File: config.mk
export PLATFORM = sky130hd
export DESIGN_NAME = req_chan_mngr_p
export DESIGN_NICKNAME = d
export VERILOG_FILES = /design/src/rtl/tiny_axi_pkg.sv /design/src/rtl/sfifo.sv /design/src/rtl/req_chan_mngr_p.sv
export SDC_FILE = /design/constraint.sdc
export NUM_CORES = 1
export LEC_CHECK = 0
export CAP_MARGIN = 0
export CORE_MARGIN = 2
export CORE_UTILIZATION = 60
export CTS_BUF_LIST = sky130_fd_sc_hd__clkbuf_2
export DETAILED_ROUTE_END_ITERATION = 6
export DONT_BUFFER_PORTS = 1
export PLACE_DENSITY = 0.76
export SLEW_MARGIN = 20
export SYNTH_ARGS = -nofsm -noshare
export SYNTH_HDL_FRONTEND = slang
export SYNTH_SLANG_ARGS = --single-unit
File: constraint.sdc
create_clock -name clk -period 6.6 [get_ports clk]
set_clock_uncertainty 0.15 [all_clocks]
set_input_delay 0.66 -clock clk [delete_from_list [all_inputs] [get_ports clk]]
set_output_delay 0.66 -clock clk [all_outputs]
set_load 0.005 [all_outputs]
File: src/rtl/tiny_axi_pkg.sv
// Shared constants for the tiny_axi request-channel blocks.
package tiny_axi_pkg;

    typedef enum logic [1:0] {
        REQC_IDLE = 2'b00,
        REQC_AREQ = 2'b01,
        REQC_BOUT = 2'b10,
        REQC_ERR  = 2'b11
    } reqc_state_t;

    localparam logic [5:0] ATOP_NONE = 6'b000000;

endpackage

File: src/rtl/sfifo.sv
// Show-ahead synchronous FIFO with occupancy count; writes when full and reads
// when empty are ignored.
module sfifo #(
    parameter int SFIFODW = 8,
    parameter int SFIFOAW = 2,
    parameter int SFIFODP = 4
) (
    input  logic               clk,
    input  logic               rst_n,
    input  logic               wen,
    input  logic [SFIFODW-1:0] wdata,
    input  logic               ren,
    output logic [SFIFODW-1:0] rdata,
    output logic               full,
    output logic               empty,
    output logic [SFIFOAW:0]   count
);

    logic [SFIFODW-1:0] mem [SFIFODP];
    logic [SFIFOAW-1:0] wptr;
    logic [SFIFOAW-1:0] rptr;
    logic               do_w;
    logic               do_r;

    assign full  = (count == (SFIFOAW+1)'(SFIFODP));
    assign empty = (count == '0);
    assign do_w  = wen & ~full;
    assign do_r  = ren & ~empty;
    assign rdata = mem[rptr];

    always_ff @(posedge clk) begin
        if (do_w) mem[wptr] <= wdata;
    end

    always_ff @(posedge clk or negedge rst_n) begin
        if (!rst_n) begin
            wptr  <= '0;
            rptr  <= '0;
            count <= '0;
        end else begin
            if (do_w) wptr <= wptr + SFIFOAW'(1);
            if (do_r) rptr <= rptr + SFIFOAW'(1);
            case ({do_w, do_r})
                2'b10:   count <= count + (SFIFOAW+1)'(1);
                2'b01:   count <= count - (SFIFOAW+1)'(1);
                default: count <= count;
            endcase
        end
    end

endmodule

File: src/rtl/req_chan_mngr_p.sv
// Request-channel manager: queues requests, arbitrates for the request bus,
// issues tagged a_* transfers under an outstanding limit, feeds tag+wdata onward.
module req_chan_mngr_p
    import tiny_axi_pkg::*;
#(
    parameter int              MIDW     = 2,
    parameter logic [MIDW-1:0] MID      = 2'b00,
    parameter int              TAGW     = 2,
    parameter int              AW       = 32,
    parameter int              DW       = 128,
    parameter int              QAW      = 2,
    parameter int              MAX_OUTS = 4
) (
    input  logic                 clk,
    input  logic                 rst_n,
    output logic                 req_rq,
    input  logic                 gnt_rq,
    output logic                 a_valid,
    input  logic                 a_ready,
    output logic [MIDW+TAGW-1:0] a_id,
    output logic [AW-1:0]        a_addr,
    output logic                 a_write,
    output logic [5:0]           a_atop,
    input  logic                 start_rq,
    output logic                 start_ready,
    input  logic [AW-1:0]        in_addr,
    input  logic                 in_write,
    input  logic [DW-1:0]        in_data,
    output logic                 next_rq,
    output logic [MIDW+TAGW-1:0] next_id,
    output logic [DW-1:0]        next_data,
    input  logic                 ren_id_data,
    input  logic                 rsp_done,
    output logic [TAGW:0]        outs_cnt,
    output logic                 ovf_err,
    output logic [1:0]           dbg_state
);

    localparam int AFW = TAGW + 1 + AW;
    localparam int DFW = TAGW + DW;
    localparam logic [TAGW:0]   MAX_C = (TAGW+1)'(MAX_OUTS);
    localparam logic [TAGW+1:0] MAX_W = (TAGW+2)'(MAX_OUTS);

    reqc_state_t     state;
    logic [TAGW-1:0] tag;
    logic [AFW-1:0]  a_head;
    logic [DFW-1:0]  d_head;
    logic [QAW:0]    a_cnt;
    logic [QAW:0]    d_cnt;
    logic            a_full, a_empty, d_full, d_empty;
    logic            push, can_issue, chain_ok, rsp_take;
    logic            unused_dfifo;

    assign start_ready = ~a_full;
    assign push        = start_rq & start_ready;
    assign next_rq     = a_valid & a_ready;

    sfifo #(.SFIFODW(AFW), .SFIFOAW(QAW), .SFIFODP(2**QAW)) u_addr_fifo (
        .clk(clk), .rst_n(rst_n), .wen(push), .wdata({tag, in_write, in_addr}),
        .ren(next_rq), .rdata(a_head), .full(a_full), .empty(a_empty), .count(a_cnt)
    );

    sfifo #(.SFIFODW(DFW), .SFIFOAW(QAW), .SFIFODP(2**QAW)) u_data_fifo (
        .clk(clk), .rst_n(rst_n), .wen(push), .wdata({tag, in_data}),
        .ren(ren_id_data), .rdata(d_head), .full(d_full), .empty(d_empty), .count(d_cnt)
    );

    assign unused_dfifo = &{1'b0, d_full, d_empty, d_cnt};

    // a_valid/a_ready: a transfer occurs on any cycle with both high (next_rq);
    // once a_valid rises, a_* hold steady because only next_rq pops the addr FIFO.
    assign a_id      = {MID, a_head[AFW-1 -: TAGW]};
    assign a_write   = a_head[AW];
    assign a_addr    = a_head[AW-1:0];
    assign a_atop    = ATOP_NONE;
    assign next_id   = {MID, d_head[DFW-1 -: TAGW]};
    assign next_data = d_head[DW-1:0];
    assign dbg_state = state;

    assign can_issue = ~a_empty & (outs_cnt < MAX_C);
    // Keep the bus only if another request is already queued and one more may go out.
    assign chain_ok  = gnt_rq & (a_cnt >= (QAW+1)'(2)) &
                       (({1'b0, outs_cnt} + (TAGW+2)'(1)) < MAX_W);
    assign rsp_take  = rsp_done & (outs_cnt != '0);

    always_ff @(posedge clk or negedge rst_n) begin
        if (!rst_n) begin
            state   <= REQC_IDLE;
            req_rq  <= 1'b0;
            a_valid <= 1'b0;
        end else begin
            case (state)
                REQC_IDLE: if (can_issue) begin
                    state  <= REQC_AREQ;
                    req_rq <= 1'b1;
                end
                REQC_AREQ: if (gnt_rq) begin
                    state   <= REQC_BOUT;
                    a_valid <= 1'b1;
                end
                REQC_BOUT: if (a_ready && !chain_ok) begin
                    state   <= REQC_IDLE;
                    req_rq  <= 1'b0;
                    a_valid <= 1'b0;
                end
                REQC_ERR: begin
                    req_rq  <= 1'b0;
                    a_valid <= 1'b0;
                end
                default: state <= REQC_ERR;
            endcase
        end
    end

    always_ff @(posedge clk or negedge rst_n) begin
        if (!rst_n) begin
            tag      <= '0;
            outs_cnt <= '0;
            ovf_err  <= 1'b0;
        end else begin
            if (push) tag <= tag + TAGW'(1);
            if (start_rq && !start_ready) ovf_err <= 1'b1;
            case ({next_rq, rsp_take})
                2'b10:   outs_cnt <= outs_cnt + (TAGW+1)'(1);
                2'b01:   outs_cnt <= outs_cnt - (TAGW+1)'(1);
                default: outs_cnt <= outs_cnt;
            endcase
        end
    end

endmodule
==> impl_summary.md, run 1 <==
Placement
Input and output buffers added on the ports amount to 0. The congestion estimate from routability-driven global placement came to 0.742. The HPWL after detailed placement is ~27 mm. The worst setup timing slack at the placement stage is 3.18 ns. The total cell area at the placement stage is between 20000 and 30000 sq um.

Cells and area
The final design instance area without fill is between 30000 and 40000 sq um. The post-synthesis to final-layout area growth is 21.1%. The commonest non-fill, non-tap cell in the layout is sky130_fd_sc_hd__edfxtp_1. Cells fill 73.2% of the core in the end. The total number of nets in the final design is 1660. In the final layout, the share of cells above drive strength 1 is 27.5%. The total of fill cells in the finished design is 2230.

The top cell types in the final layout, fill and taps aside, are sky130_fd_sc_hd__edfxtp_1 (660), sky130_fd_sc_hd__dlygate4sd3_1 (332), sky130_fd_sc_hd__clkbuf_2 (229), sky130_fd_sc_hd__mux4_2 (165), sky130_fd_sc_hd__clkinv_1 (37).

Run status
The run finished with clean final reports.

Synth
The number of enable-type register cells in the synthesized netlist is 660. The library cell with the largest summed area after synthesis is sky130_fd_sc_hd__edfxtp_1. Synthesis produced a netlist whose cell count is 1002.

The sequential cell area fraction in the yosys report is 80.9%. The share of flip-flops with an asynchronous set or reset is 3.51%. A synthesized cell averages 25.2 sq um. The area share of the leading cell type in the synthesized netlist is 78.5%.

The primary flip-flop cell chosen by synthesis mapping is sky130_fd_sc_hd__edfxtp_1. The number of warnings issued by yosys is 0. The distinct cell type count of the synthesized netlist is 35. By area the synthesized netlist is led by sky130_fd_sc_hd__edfxtp_1 (79%), sky130_fd_sc_hd__mux4_2 (15%), sky130_fd_sc_hd__dfrtp_1 (2.4%), sky130_fd_sc_hd__ha_1 (0.84%), sky130_fd_sc_hd__buf_4 (0.54%). The synthesized cell area is around 25000 sq um. In this run, synthesis produced a sequential element count of 684.

Die
In this run the count of I/O pins placed on the die edge is about 350. The standard-cell row count is between 70 and 80. The initial utilization of the core area, before any placement, comes to about three fifths.

In this run the horizontal extent of the chip is between 200 and 250 um. The die covers around 44000 sq um. The placeable core area is 41800 sq um. The y dimension of the die is 209 um.

Global routing
Entering global routing, the biggest net connects 88 pins. For this run the aggregate overflow at the end of global routing stands at 0. The via count of the first global-routing pass is 13500. The initial antenna violation count is 4. The global-route wire length before repair is 82.3 mm. The overall track demand over capacity in global routing is between 20% and 30%.

STA
The post-layout minimum cycle time is ~4.5 ns. The remaining max-slew budget at the tightest pin is a little over a third. The final critical path takes up 68.1% of the cycle. After layout, the worst setup slack is between 2 and 2.5 ns. For the pin with the worst max-slew slack, the measured transition is 0.968 ns. Timing would allow up to 0.222 GHz. Setup violations remaining at the end of the flow were counted as 0. The total negative slack is 0 ns.

Setup repair after global routing left no endpoint under its margin. The number of pins with negative max-slew slack in the final report is 0. The final hold violation count was 0.

Critical path
The delay of the slowest cell on the worst path is about 1.1 ns. The signal on the critical path passes through buf_12 > mux4_2. The worst register-to-register path begins at u_addr_fifo.count[2]. The critical path is of the reg -> out type.

The dominant delay contributor by cell family on the critical path is flip-flops. The type of destination of the critical path is a primary output. The kind of start point of the critical path is a register. The count of buffering cells on the critical path with inverters included is 1. The worst reg-to-reg path cell count is 6. The maximum fanout along the worst path is 87. The required time of the critical path is 5.79 ns. The cell with the biggest individual delay on the critical path is sky130_fd_sc_hd__dfrtp_4. The endpoint identified for the worst register-to-register timing path is u_data_fifo.mem[1][114].

The arrival time at the worst endpoint is about 3.7 ns. The setup slack of the most critical reg-to-reg path is 3.19 ns.

Worst hold path
The startpoint of the lowest-slack hold path is ren_id_data. The number of cells on the worst hold path is 3. The path with the worst hold slack has its endpoint at u_data_fifo.rptr[0].

The class of the tightest hold or removal check is in -> reg.

Drt
The detailed router finished its first iteration with 1163 violations. For this run, design rule violations remaining after detail routing come to 0. Before antenna repair, the detailed router went through 5 iterations. The routed layout has 12500 vias. Using the TritonRoute via totals, the vias-per-cell ratio works out to ~6. The final antenna-violating net count is 0. The routed wirelength normalized by instance count is ~26 um. For this block, the routed nets add up to 55.0 mm of wire.

Pwr
The leakage component of the power is 10.4 nW. Per report_power, the clock group accounts for 21.9% of the total. The relative contribution of combinational cells to total power is between 20% and 30%. The total power density per cell area is between 300 and 400 nW/um^2.

The cell-internal power is ~0.008 W. The sequential group share of total power is a little over 50%. The switching part of the total is ~32%.

The design draws 0.0121 W. The power spent charging and discharging nets is 0.00390 W. The worst supply voltage drop on vdd is 0.000284 V.

Clock network
The number of setup buffers added after CTS is 0. For the worst-skew pair, the clock arrives at the later sink with an insertion delay of 1.26 ns. The longest clock path from root to sink contains 3 buffers.

After clock tree synthesis, the clock-pin slew on the worst setup and hold paths is about 0.09 ns. The number of CTS-inserted buffers is 162. The CTS tree is done. The maximum level of the CTS H-tree is 4. The post-cts gate resize count is 0. The clock sink count is 684.

In this run the clock root is driven by a sky130_fd_sc_hd__clkbuf_2.

Flow run
The max-cap check violation count is 0.
## worst reg2reg max path: stages, from the launching register on
cell	delay (ns)
sky130_fd_sc_hd__dfrtp_1	0.43
sky130_fd_sc_hd__or3b_4	0.29
sky130_fd_sc_hd__and2_4	0.20
sky130_fd_sc_hd__inv_6	0.05
sky130_fd_sc_hd__a31oi_4	0.27
sky130_fd_sc_hd__and2_4	0.72
sky130_fd_sc_hd__buf_4	0.87
## registers in the layout, indices dropped and copies added (netlist names)
signal and flops:
u_data_fifo.rptr 2, req_rq 1, ovf_err 1, tag 2, u_addr_fifo.wptr 2, u_data_fifo.count 3
u_data_fifo.mem 520, u_addr_fifo.count 3, u_data_fifo.wptr 2, u_addr_fifo.rptr 2, outs_cnt 3, a_valid 1
dbg_state 2, u_addr_fifo.mem 140
## metal layers
metal / GRT usage, % / up-vias / routed length [um]
met1: 31.9 / 6409 / 19900
met3: 10.1 / 110 / 5600
met5: 0 / - / 0
met4: 11.5 / 0 / 1660
met2: 41.7 / 686 / 27900
li1: - / 5252 / -
## cell usage after synthesis, types with 2 or more instances
library cell and number:
sky130_fd_sc_hd__edfxtp_1 660, sky130_fd_sc_hd__mux4_2 165, sky130_fd_sc_hd__dfrtp_1 24, sky130_fd_sc_hd__buf_4 18, sky130_fd_sc_hd__ha_1 17, sky130_fd_sc_hd__inv_1 17, sky130_fd_sc_hd__buf_2 15, sky130_fd_sc_hd__nand2_1 9
sky130_fd_sc_hd__xnor2_1 9, sky130_fd_sc_hd__buf_1 8, sky130_fd_sc_hd__nor2_1 8, sky130_fd_sc_hd__xor2_1 8, sky130_fd_sc_hd__clkbuf_1 7, sky130_fd_sc_hd__and2_1 4, sky130_fd_sc_hd__and3_2 4, sky130_fd_sc_hd__fa_1 3
sky130_fd_sc_hd__mux2i_1 3, sky130_fd_sc_hd__nor2b_1 3, sky130_fd_sc_hd__o21ai_0 3, sky130_fd_sc_hd__o31a_1 2
## layout make-up
type	count	area (sq um)	share of cell area, %
multi-input cells	261	4520	14.8
well taps	539	674	2.21
diodes	5	12.5	0.0409
inverters	18	72.6	0.238
flip-flops and latches	684	20400	66.9
clock inverters	45	225	0.737
repair buffers	345	3470	11.4
clock buffers	229	1150	3.75
## repair_timing
action	in CTS	in global routing
setup endpoints to repair	0	0
hold buffers	334	0
endpoints found under the hold margin	832	0
## through the flow
step,instances,hold WS (ns)
6_report,2126,0.185
5_1_grt,2126,0.0395
4_1_cts,2121,0.00857
3_5_place_dp,1513,0.215
3_3_place_gp,1513,0.215
2_1_floorplan,1011,0.214
## worst max-delay path by stage
stage / slack, ns / to / depth (start not counted) / from
2_1_floorplan: 1.82 / u_data_fifo.mem[0][0] / 5 / u_addr_fifo.count[2]
3_3_place_gp: 3.19 / u_data_fifo.mem[1][116] / 6 / u_addr_fifo.count[2]
3_5_place_dp: 3.18 / u_data_fifo.mem[1][117] / 6 / u_addr_fifo.count[2]
4_1_cts: 1.77 / next_data[66] / 2 / u_data_fifo.rptr[1]
5_1_grt: 1.70 / next_data[70] / 2 / u_data_fifo.rptr[0]
6_report: 2.10 / next_data[72] / 2 / u_data_fifo.rptr[0]
## power by group through the flow
stage | combinational, W | clock [W] | sequential, W
2_1_floorplan | 0.00240 | 0 | 0.00612
3_3_place_gp | 0.00302 | 0 | 0.00624
3_5_place_dp | 0.00303 | 0 | 0.00631
4_1_cts | 0.00327 | 0.00264 | 0.00621
5_1_grt | 0.00346 | 0.00293 | 0.00632
6_report | 0.00325 | 0.00266 | 0.00624
## cell families (layout without fill, tap and decap cells)
kind of cell             Yosys count  after routing  share of synthesized area, %
buffers and inverters             66            637                          1.34
multiplexers                     170            170                          14.9
adder cells (fa/ha/maj)           20             20                          1.08
other                              1             15                        0.0149
flip-flops                       684            684                          80.9
AO/OA/AOI/OAI                     11             11                         0.421
XOR/XNOR                          17             17                         0.590
AND/OR/NAND/NOR                   33             33                         0.689
(Power assumes the default switching activity.)
==> inputs of run 2 (changes only) <==
--- a/config.mk
+++ b/config.mk
@@ -7,11 +7,11 @@
 export LEC_CHECK = 0
 export CAP_MARGIN = 0
 export CORE_MARGIN = 2
-export CORE_UTILIZATION = 60
+export CORE_UTILIZATION = 59
 export CTS_BUF_LIST = sky130_fd_sc_hd__clkbuf_2
 export DETAILED_ROUTE_END_ITERATION = 6
 export DONT_BUFFER_PORTS = 1
-export PLACE_DENSITY = 0.76
+export PLACE_DENSITY = 0.78
 export SLEW_MARGIN = 20
 export SYNTH_ARGS = -nofsm -noshare
 export SYNTH_HDL_FRONTEND = slang
==> constraint.sdc (replaced) <==
create_clock -name clk -period 4.1 [get_ports clk]
set_clock_uncertainty 0.15 [all_clocks]
set_input_delay 0.41 -clock clk [delete_from_list [all_inputs] [get_ports clk]]
set_output_delay 0.41 -clock clk [all_outputs]
set_load 0.005 [all_outputs]
==> impl_summary.md, run 2 (synthesis results as in run 1) <==
Run status
The run finished with clean final reports.

Critical path
The arrival time at the worst endpoint is 3.13 ns (-0.56 ns). The required time of the critical path was 3.54 ns (-2.25 ns). STA classifies the critical path startpoint as a register. The count of buffering cells on the critical path with inverters included is 1 (unchanged). The setup slack of the most critical reg-to-reg path is 1.32 ns (-1.87 ns).

The maximum fanout along the worst path is 36 (-59%). The type of the worst setup path is reg -> out. The type of destination of the critical path is a primary output.

On the critical path the largest part of the delay comes from flip-flops. The critical path goes through buf_12 > mux4_2. For this design, the slowest cell found on the critical path is sky130_fd_sc_hd__dfrtp_4.

The delay of the slowest cell on the worst path is 0.89 ns (-0.16 ns).

Cells and area
The total number of nets in the final design came to 1666 (+0.36%). The register bank with the most flops is u_data_fifo.mem. The share of final-layout standard cells stronger than drive strength 1 is 27.3% (-0.15 points). The area growth from synthesis to layout is 21.8%. The commonest non-fill, non-tap cell in the layout is sky130_fd_sc_hd__edfxtp_1. In the layout the commonest cells are sky130_fd_sc_hd__edfxtp_1 (660), sky130_fd_sc_hd__dlygate4sd3_1 (339), sky130_fd_sc_hd__clkbuf_2 (218), sky130_fd_sc_hd__mux4_2 (165), sky130_fd_sc_hd__clkinv_1 (36).

The final cell count without fillers is 2128 (+0.094%). The final design utilization is 73.1% (about the same). In the final layout, the registers with the most flip-flops are u_data_fifo.mem (520), u_addr_fifo.mem (140). The number of flip-flops under the largest register name was 520 (unchanged).

Die
The horizontal extent of the die is 211 um (+0.83%). The standard-cell row count is 75 (unchanged). The y dimension of the die is 211 um (+0.83%). The top-level port count is 353 (unchanged). The starting density of the core is 60.0% (-0.40 points). The die outline area is 44400 sq um (+1.7%).

The placeable core area came to 42000 sq um (+0.67%).

Pwr
The leakage component of the power is 10.4 nW (+0.48%). The worst supply voltage drop on vdd is 0.000405 V (+43%). The cell-internal power is 0.0134 W (+62%). The total power density per cell area is 650 nW/um^2 (+63%).

The sequential group share of total power is 50.6% (-0.8 points). The switching part of the total is 32.9% (+0.86 points). The power spent charging and discharging nets is 0.00658 W (+69%). The portion of total power attributed to the clock network came to 22.0% (about the same). The relative contribution of combinational cells to total power is 27.4% (+0.6 points).

Clock network
The clock sink count came to 684 (unchanged). The number of buffers between clock root and the deepest sink was 3 (unchanged). The number of post-CTS setup repair buffers is 0 (unchanged). The maximum level of the CTS H-tree is 4 (unchanged). The clock edge transition at the registers on the reported setup and hold paths is 0.13 ns (+0.04 ns). The CTS tree is done. The post-cts gate resize count is 0 (unchanged). The cell sitting at the root of the clock tree is a sky130_fd_sc_hd__clkbuf_2.

The clock latency at the later pin of the worst-skew pair came to 1.23 ns (-0.03 ns). The number of CTS-inserted buffers came to 158 (-2.5%).

Worst hold path
The class of the tightest hold or removal check is in -> reg.

Drt
The number of iterations in the first detailed-routing pass is 5 (unchanged). The final antenna-violating net count was 0 (unchanged). The number of vias in the routed layout is 12800 (+3.0%). The post-detailed-route via-to-cell ratio came to 6.03 (+2.9%). The violation count after the first detailed-route iteration is 1403 (+21%). The routed wirelength normalized by instance count came to 28.5 um (+10%). The detailed-route DRC error count was 0 (unchanged). The total wirelength of the detailed-routed design is 60.6 mm (+10%).

Flow run
The max-cap check violation count was 0 (unchanged).

STA
The total negative slack is 0 ns (unchanged). The number of pins with negative max-slew slack in the final report is 0 (unchanged). The routed design could run at a clock period as short as ~3.7 ns. Of the available clock period, the critical path in the final layout requires 89.9%. The pin slew with the least headroom to its limit is 0.935 ns (-0.0323 ns). The final worst-path setup slack is 0.412 ns (-1.69 ns). Setup repair after global routing left no endpoint under its margin. The remaining max-slew budget at the tightest pin is 37.6% (+2.2 points). The final hold violation count is 0 (unchanged). The number of failing setup endpoints in the final timing report is 0 (unchanged). The achievable frequency is 0.271 GHz.

Placement
The total instance count after detailed placement came to 1516 (+0.20%). The count of port buffers added during placement is 0 (unchanged). The estimated wirelength of the detail-placed design was 27.6 mm (+2.4%).

The routability congestion estimate from global placement is 0.756 (+1.9%). The worst setup timing slack at the placement stage was 1.42 ns (-1.76 ns).

Global routing
The initial antenna violation count is 2 (-2). The total global routing overflow is 0 (unchanged). The overall track demand over capacity in global routing is 28.1% (+2.0 points).

The global-route wire length before repair is 89.1 mm (+8.3%). The maximum number of pins on one net before global-route repair came to 131 (+49%). The via count of the first global-routing pass is 13800 (+2.2%).
run 2: worst register-to-register path, delay by kind of cell, from the launching register on:
| kind | cells | cell delay [ns] |
|---|---|---|
| xor+xnor | 2 | 0.32 |
| buf+inv | 2 | 0.67 |
| flops | 1 | 0.43 |
| simple gates | 3 | 0.51 |
| fa+ha+maj | 2 | 0.62 |
run 2: cell type report:
cell class	count	area (sq um)
clock inverter	51	293
tap	539	674
fill	2231	11300
inverter	18	72.6
multi-input combinational	261	4520
clock buffer	218	1090
timing repair buffer	355	3660
antenna	2	5.00
sequential	684	20400
run 2: per-layer routing:
metal | routed length, um | part of all wire, % | track usage, % | up-vias
met5 | 0 | 0 | 0 | -
li1 | - | - | - | 5247
met1 | 20400 | 34 | 32.5 | 6574
met3 | 6500 | 11 | 10.9 | 133
met2 | 31700 | 52 | 47.2 | 879
met4 | 2040 | 3.4 | 11.9 | 0
run 2: through the flow:
step	instance area, sq um	total power (W)	hold slack (ns)
after CTS	30700	0.0196	0.0173
after detailed placement	25900	0.0151	-0.0351
after global routing	30700	0.0208	0.116
after floorplan	25300	0.0136	-0.0356
final	30700	0.0200	0.211
after global placement	25900	0.0150	-0.0351
run 2: power groups by stage:
stage / clock [W] / combinational (W) / sequential [W]
finish: 0.00439 / 0.00548 / 0.0101
global route: 0.00479 / 0.00580 / 0.0102
global placement: 0 / 0.00494 / 0.0101
CTS: 0.00425 / 0.00537 / 0.0100
floorplan: 0 / 0.00387 / 0.00976
detailed placement: 0 / 0.00496 / 0.0102
run 2: worst paths after layout:
check / from / end / cells past startpoint
max: u_data_fifo.rptr[0] / next_data[36] / 2
min reg2reg: u_data_fifo.count[0] / u_data_fifo.count[0] / 1
max in group asynchronous: rst_n / u_data_fifo.rptr[1] / 5
min: in_data[74] / u_data_fifo.mem[0][74] / 2
max reg2reg: a_valid / u_addr_fifo.count[2] / 9
min in group asynchronous: rst_n / ovf_err / 5
run 2: timing repair:
action,in CTS,in global routing
hold buffers,341,0
hold endpoints to repair,1352,0
endpoints found under the setup margin,0,0
==> inputs of run 3 (changes only) <==
--- a/config.mk
+++ b/config.mk
@@ -7,11 +7,11 @@
 export LEC_CHECK = 0
 export CAP_MARGIN = 0
 export CORE_MARGIN = 2
-export CORE_UTILIZATION = 59
+export CORE_UTILIZATION = 55
 export CTS_BUF_LIST = sky130_fd_sc_hd__clkbuf_2
 export DETAILED_ROUTE_END_ITERATION = 6
 export DONT_BUFFER_PORTS = 1
-export PLACE_DENSITY = 0.78
+export PLACE_DENSITY = 0.73
 export SLEW_MARGIN = 20
 export SYNTH_ARGS = -nofsm -noshare
 export SYNTH_HDL_FRONTEND = slang
==> impl_summary.md, run 3 (synthesis results as in run 1) <==
Run status
The flow ran to the end, and the final reports show no timing, DRC or antenna violations.

Die
The starting density of the core is 55.6% (-4.4 points). The y dimension of the die is 218 um (+3.5%). The standard-cell row count was 78 (+4.0%). The placeable core area came to 45400 sq um (+7.9%). The top-level port count came to 353 (unchanged).

The horizontal extent of the die is 218 um (+3.5%). The die outline area is 47600 sq um (+7.1%).

Drt
The detailed-routed wire length on met3 is 5.71 mm (-12%). The number of vias in the routed layout is 12900 (+0.20%). The highest layer touched by signal routing is met4. The post-detailed-route via-to-cell ratio is 5.74 (-4.8%). The met2 wire length is 32.0 mm (+1.1%). The final antenna-violating net count is 0 (unchanged). The total wirelength of the detailed-routed design came to 59.7 mm (-1.5%).

The number of iterations in the first detailed-routing pass was 5 (unchanged). The routed wirelength normalized by instance count is 26.7 um (-6.4%). The length of routed wiring on met1 is 20.7 mm (+1.7%). The violation count after the first detailed-route iteration is 1131 (-19%). The detailed-route DRC error count came to 0 (unchanged).

Pwr
The leakage component of the power is 10.7 nW (+2.5%). The worst supply voltage drop on vdd came to 0.000534 V (+32%). The total power density per cell area is 646 nW/um^2 (-0.61%).

Critical path
The required time of the critical path is 3.54 ns (about the same). The critical path is of the reg -> out type. STA classifies the critical path startpoint as a register.

The arrival time at the worst endpoint is 3.20 ns (+0.07 ns). The maximum fanout along the worst path is 40 (+11%). The type of destination of the critical path is a primary output.

Placement
The total cell area at the placement stage is 26000 sq um (+0.44%). The estimated wirelength of the detail-placed design is 29.7 mm (+7.5%). The count of port buffers added during placement is 0 (unchanged).

The routability congestion estimate from global placement is 0.767 (+1.4%). The total instance count after detailed placement was 1582 (+4.4%).

Cells and area
The final design instance area without fill is 31300 sq um (+1.7%). Leaving out fill and tap cells, the most frequent cells in the layout are sky130_fd_sc_hd__edfxtp_1 (660), sky130_fd_sc_hd__dlygate4sd3_1 (368), sky130_fd_sc_hd__clkbuf_2 (241), sky130_fd_sc_hd__mux4_2 (165), sky130_fd_sc_hd__clkinv_1 (28). The final cell count without fillers is 2240 (+5.3%).

The register bank with the most flops is u_data_fifo.mem. The commonest non-fill, non-tap cell in the layout is sky130_fd_sc_hd__edfxtp_1. The largest registers in the layout are u_data_fifo.mem (520), u_addr_fifo.mem (140). The total number of nets in the final design came to 1704 (+2.3%). The post-synthesis to final-layout area growth is 23.9%.

The number of flip-flops under the largest register name is 520 (unchanged). The share of final-layout standard cells stronger than drive strength 1 is 28.4% (+1.0 points).

STA
The achievable frequency is 0.266 GHz (-1.8%). The number of failing setup endpoints in the final timing report is 0 (unchanged). The post-layout minimum cycle time was 3.76 ns (+0.0677 ns). The remaining max-slew budget at the tightest pin is 37.7% (about the same).

The total negative slack was 0 ns (unchanged). The number of pins with negative max-slew slack in the final report came to 0 (unchanged). The smallest hold slack was 0.210 ns (-0.000985 ns). The final hold violation count is 0 (unchanged). Setup repair after global routing left no endpoint under its margin. The pin slew with the least headroom to its limit is 0.935 ns (-0.000192 ns). The final clock period utilization by the worst path came to 91.6% (+1.7 points).

Global routing
The overall track demand over capacity in global routing came to 25.8% (-2.3 points). The maximum number of pins on one net before global-route repair is 69 (-47%). The via count of the first global-routing pass is 14100 (+1.9%).

The initial antenna violation count is 1 (-1). The total global routing overflow came to 0 (unchanged). The global-route wire length before repair is 88.1 mm (-1.1%).

Clock network
The clock sink count is 684 (unchanged). The post-cts gate resize count is 0 (unchanged). The quantity of hold-fixing buffers added after cts was 370 (+8.5%).

The number of post-CTS setup repair buffers came to 0 (unchanged). The maximum level of the CTS H-tree is 4 (unchanged). The root buffer cell chosen for the clock tree is sky130_fd_sc_hd__clkbuf_2. The clock latency at the later pin of the worst-skew pair was 1.29 ns (+0.06 ns). The clock edge transition at the registers on the reported setup and hold paths is 0.12 ns (about the same).

The number of CTS-inserted buffers is 162 (+2.5%). The number of buffers between clock root and the deepest sink is 3 (unchanged). The CTS tree is done.

Flow run
The max-cap check violation count is 0 (unchanged).

Worst hold path
The class of the tightest hold or removal check is in -> reg.
[run 3: changes by cell type in the layout (fill, tap and decap cells not counted)]
cell,before,now
sky130_fd_sc_hd__dlygate4sd3_1,339,368
sky130_fd_sc_hd__inv_2,3,4
sky130_fd_sc_hd__clkinvlp_4,3,2
sky130_fd_sc_hd__clkinv_4,0,1
sky130_fd_sc_hd__diode_2,2,1
sky130_fd_sc_hd__clkinv_1,36,28
sky130_fd_sc_hd__buf_4,4,9
sky130_fd_sc_hd__inv_6,2,3
sky130_fd_sc_hd__bufinv_16,3,4
sky130_fd_sc_hd__clkbuf_2,218,241
[run 3: area by class of cell]
class                   count  area, sq um
flip-flops and latches    684        20400
fillers                  2642        14100
multi-input cells         261         4520
repair buffers            389         3990
clock buffers             241         1210
well taps                 600          751
clock inverters            46          307
inverters                  18         72.6
diodes                      1         2.50
[run 3: worst paths after layout]
kind,from,endpoint,slack [ns],cells past startpoint
min in group asynchronous,rst_n,u_addr_fifo.count[0],0.64,5
worst min register to register,u_data_fifo.count[0],u_data_fifo.count[0],0.37,1
worst max register to register,outs_cnt[1],outs_cnt[0],0.92,6
worst min-delay path,in_data[50],u_data_fifo.mem[1][50],0.21,2
max in group asynchronous,rst_n,outs_cnt[0],2.95,5
worst max-delay path,u_data_fifo.rptr[1],next_data[52],0.34,2
[run 3: where the power goes]
group          internal (W)  switching, W  total, W
combinational       0.00249       0.00315   0.00564
sequential          0.00931      0.000635   0.00994
clock               0.00182       0.00279   0.00462
total                0.0136       0.00658    0.0202
[run 3: metal layers]
layer	track usage, %	vias to the layer above
met5	0	-
met4	9.34	0
met3	9.66	97
met2	44.2	722
met1	29.7	6699
li1	-	5341
[run 3: worst max-delay path: stages (launching register included)]
cell and delay (ns):
sky130_fd_sc_hd__dfrtp_4 0.84, sky130_fd_sc_hd__buf_4 0.57, sky130_fd_sc_hd__mux4_2 0.47
[run 3: metrics by stage]
step	setup slack [ns]	total power [W]	utilization, %
after floorplan	0.766	0.0136	-
after global placement	1.40	0.0151	57.4
after detailed placement	1.35	0.0152	57.4
after CTS	0.0950	0.0201	68.9
after global routing	0.145	0.0211	68.9
final	0.345	0.0202	68.9
